$ cat config.mk
export PLATFORM = sky130hd
export DESIGN_NAME = fifo_rd_stream
export DESIGN_NICKNAME = d
export VERILOG_FILES = /design/src/rtl/fifo_rd_stream.sv
export SDC_FILE = /design/constraint.sdc
export NUM_CORES = 1
export LEC_CHECK = 0
export CAP_MARGIN = 30
export CORE_AREA = 2 2 39 41
export CTS_CLUSTER_SIZE = 20
export DETAILED_ROUTE_END_ITERATION = 12
export DIE_AREA = 0 0 41 43
export PLACE_DENSITY = 0.84
export SYNTH_ARGS = -nofsm -noshare
export SYNTH_HDL_FRONTEND = slang
export SYNTH_SLANG_ARGS = --single-unit
export TNS_END_PERCENT = 5
$ cat constraint.sdc
create_clock -name clk -period 3.5 [get_ports clk]
set_clock_uncertainty 0.15 [all_clocks]
set_input_delay 0.35 -clock clk [delete_from_list [all_inputs] [get_ports clk]]
set_output_delay 0.35 -clock clk [all_outputs]
set_load 0.1 [all_outputs]
$ cat src/rtl/fifo_rd_stream.sv
// fifo_rd_stream: read-side adapter that turns an async FIFO's empty/rinc/rdata port
// into a valid/ready stream. Define FIFO_RD_STREAM_CNT_EN to add the beat_cnt output.
module fifo_rd_stream #(
  parameter int W      = 4,
  parameter int RD_LAT = 1
) (
  input  logic         clk,
  input  logic         resetn,
  input  logic         fifo_empty,
  input  logic [W-1:0] fifo_rdata,
  output logic         fifo_rinc,
  output logic         m_valid,
  input  logic         m_ready,
  output logic [W-1:0] m_data
`ifdef FIFO_RD_STREAM_CNT_EN
  ,
  output logic [15:0]  beat_cnt
`endif
);

  localparam logic LAT1 = (RD_LAT != 32'sd0);

  logic [1:0]   occ_r;
  logic [1:0]   occ_next_s;
  logic         inflight_r;
  logic         wr_ptr_r;
  logic         rd_ptr_r;
  logic [W-1:0] buf_r [2];
  logic         pop_s;
  logic         issue_raw_s;
  logic         capture_s;
  logic [2:0]   level_s;
  logic [2:0]   limit_s;

  assign m_valid   = (occ_r != 2'd0);
  assign m_data    = buf_r[rd_ptr_r];
  // Reset gating lives only on the port so no flop sees resetn as data.
  assign fifo_rinc = issue_raw_s & resetn;

  // Issue/capture decision: a read may start only if its beat is guaranteed a slot.
  always_comb begin
    pop_s       = m_valid & m_ready;
    level_s     = {1'b0, occ_r} + {2'b00, inflight_r};
    limit_s     = 3'd2 + {2'b00, pop_s};
    issue_raw_s = ~fifo_empty & (level_s < limit_s);
    if (LAT1) begin
      capture_s = inflight_r;
    end else begin
      capture_s = issue_raw_s;
    end
  end

  // Occupancy update from this cycle's capture and pop.
  always_comb begin
    occ_next_s = occ_r;
    case ({capture_s, pop_s})
      2'b10:   occ_next_s = occ_r + 2'd1;
      2'b01:   occ_next_s = occ_r - 2'd1;
      default: occ_next_s = occ_r;
    endcase
  end

  // Control registers: occupancy, in-flight read flag and buffer pointers.
  always_ff @(posedge clk or negedge resetn) begin
    if (!resetn) begin
      occ_r      <= 2'd0;
      inflight_r <= 1'b0;
      wr_ptr_r   <= 1'b0;
      rd_ptr_r   <= 1'b0;
    end else begin
      occ_r      <= occ_next_s;
      inflight_r <= LAT1 ? issue_raw_s : 1'b0;
      if (capture_s) begin
        wr_ptr_r <= ~wr_ptr_r;
      end
      if (pop_s) begin
        rd_ptr_r <= ~rd_ptr_r;
      end
    end
  end

  // Two-entry data buffer; cleared on reset so a dropped beat can never resurface.
  always_ff @(posedge clk or negedge resetn) begin
    if (!resetn) begin
      buf_r[0] <= {W{1'b0}};
      buf_r[1] <= {W{1'b0}};
    end else if (capture_s) begin
      buf_r[wr_ptr_r] <= fifo_rdata;
    end
  end

`ifdef FIFO_RD_STREAM_CNT_EN
  // Delivered-beat counter; wraps naturally at 16 bits.
  always_ff @(posedge clk or negedge resetn) begin
    if (!resetn) begin
      beat_cnt <= 16'h0000;
    end else if (pop_s) begin
      beat_cnt <= beat_cnt + 16'h0001;
    end
  end
`endif

  // Buffered plus in-flight beats must never exceed the two buffer slots.
  a_level: assert property (@(posedge clk) disable iff (!resetn)
    ({1'b0, occ_r} + {2'b00, inflight_r}) <= 3'd2);
  a_rinc_empty: assert property (@(posedge clk) disable iff (!resetn)
    fifo_rinc |-> !fifo_empty);

endmodule

==> results.py <==
metrics = {
    "status": {
        "outcome": "completed",
    },
    "clocking": {
        "worstSkewPairLatency_ns": 0.27,
        "clk_path_buf_depth": 2,
        "cts_resized": 0,
        "cts_tree": "built",
        "ctsRootBufferMaster": "clkbuf_4",
        "htreeDepth": 1,
        "path_clk_slew_ns": 0.08,
        "numCtsBuffers": 3,
        "cts_setup_buffers": 0,
        "clock-sinks": 13,
        "hold_buffers": 0,
    },
    "critical_path": {
        "worstPathMaxFanout": 5,
        "r2r_slack_ns": 1.94,
        "worstPathArrival_ns": 2.00,
        "cp.required_ns": 3.00,
        "critPathLaunchType": "flop",
        "cp-end-kind": "output pin",
        "critPathKind": "reg2out",
        "r2r_start": "occ_r[0]",
        "startpoint": "occ_r[0]",
    },
    "floorplan": {
        "initial_utilization_pct": 43.9,
        "num_rows": 14,
        "ios": 14,
        "die_h_um": 43,
        "dieArea_um2": 1760,
        "core_area_um2": 1380,
        "die_x_um": 41,
    },
    "placement": {
        "portBuffers": 13,
        "gp_congestion": 0.671,
        "dpl.hpwl_um": 837,
    },
    "route": {
        "drtIter0Drc": 0,
        "viasPerCell": 4.91,
        "wl_per_cell_um": 13.4,
        "drc_errors": 0,
        "drt_pass1_iterations": 1,
        "drt_wl_total_um": 1050,
        "final_antenna_net_count": 0,
        "num_vias": 383,
    },
    "synth": {
        "muxShareOfSynthArea_pct": 22.3,
        "synth.area.top_cells": "dfrtp_1, mux2_2, ha_1",
        "ys_types": 15,
        "ys_warn_count": 0,
        "syn_avg_cell_area_um2": 13.8,
        "synth-xor-area-share_pct": 7.22,
        "synthSimpleGateAreaFrac_pct": 7.22,
        "syn_inst": 44,
        "yosysSeqAreaShare_pct": 53.6,
        "synth_top_area_share_pct": 53.6,
        "ys_seq_elements": 13,
        "synth_top_area_cell": "dfrtp_1",
        "synth_nets": 55,
        "netlist_area_um2": 607,
        "synth-compound-area-share_pct": 2.27,
        "synth_top_family_by_area": "multiplexers",
        "synth_adder_area_share_pct": 6.19,
    },
    "sta": {
        "worstMarginPinSlew_ns": 0.961,
        "fin_crit_sh_pct": 71.3,
        "slew_viol_final": 0,
        "setup_viol": 0,
        "clock.fmax_mhz": 401,
        "rsz0062_at_grt": "no",
        "slew_headroom_pct": 35.8,
        "fin_crit_ns": 2.50,
        "fin_tns_setup_ns": 0,
        "timing.final.hold_violations": 0,
    },
    "global_route": {
        "grt-ovfl-total": 0,
        "grt_pass1_wl_um": 1780,
        "grt_max_degree": 15,
        "antenna_found_initial": 0,
        "grt_pass1_vias": 419,
        "track_usage_pct": 15.6,
    },
    "cells_and_area": {
        "drive_gt1_share_pct": 41.9,
        "final_cell_mix": "dfrtp_1, mux2_2, clkdlybuf4s50_1",
        "num_antenna_cells": 0,
        "final_util_pct": 56.2,
        "finalNetCount": 74,
        "final_common_cell": "dfrtp_1",
        "syn_to_final_growth_pct": 28.2,
    },
    "hold_path": {
        "hold_path_class": "in2async",
    },
    "job": {
        "maxCapViolations": 0,
    },
}
[synthesized netlist by cell type]
cell type / count
mux2_2: 12
nor2_4: 1
o21ai_0: 1
o21ai_2: 1
inv_1: 1
inv_2: 1
xnor2_1: 3
xor2_1: 2
nand2_2: 1
and3_1: 1
or2_2: 1
dfrtp_1: 13
ha_1: 3
nor2_1: 2
and2_1: 1
[cell families after synthesis]
logic type	count (synthesis)
DFF	13
buffers and inverters	2
adders and majority gates	3
muxes	12
AOI/OAI and AO/OA	2
xor gates and xnor gates	5
and+or+nand+nor	7
[final timing paths]
kind                             to  depth (start not counted)
max                         m_valid                          2
min                        buf_r[0]                          2
max reg2reg                occ_r[1]                          5
min reg2reg                buf_r[0]                          1
max in group asynchronous  occ_r[1]                          2
min in group clk           buf_r[0]                          1
[sequential cells by signal, summed over array words and instances (netlist names)]
register / cells
rd_ptr_r: 1
occ_r: 2
wr_ptr_r: 1
capture_s: 1
buf_r: 8
[layout make-up]
cell class                      count  area (um2)
Timing Repair Buffer               14         125
Tap cell                           16        20.0
Multi-Input combinational cell     29         274
Inverter                            2        7.51
Sequential cell                    13         325
Fill cell                         128         606
Clock buffer                        4        26.3
[per-stage QoR]
stage	instance area (um2)	hold slack [ns]	instances	worst slack, ns
2_1_floorplan	607	-0.0956	44	1.24
6_report	778	0.234	78	1.00
4_1_cts	778	0.232	78	0.978
3_3_place_gp	752	0.333	74	1.32
3_5_place_dp	752	0.343	74	1.29
5_1_grt	778	0.248	78	0.943
[per-layer routing]
layer	vias up	global-route usage, %	part of all wire, %
met1	186	17.1	41
li1	185	-	-
met2	12	25.3	53
met4	0	8.00	0
met3	0	5.24	5.6
met5	-	0	0
[worst max-delay path, stage by stage, from the launching register on]
cell	delay [ns]
dfrtp_1	0.46
or2_2	0.15
clkdlybuf4s50_1	1.12
Power is left out: the tool's default activity adds up to more than one toggle a clock period on the data nets, which glitch-free logic cannot reach.
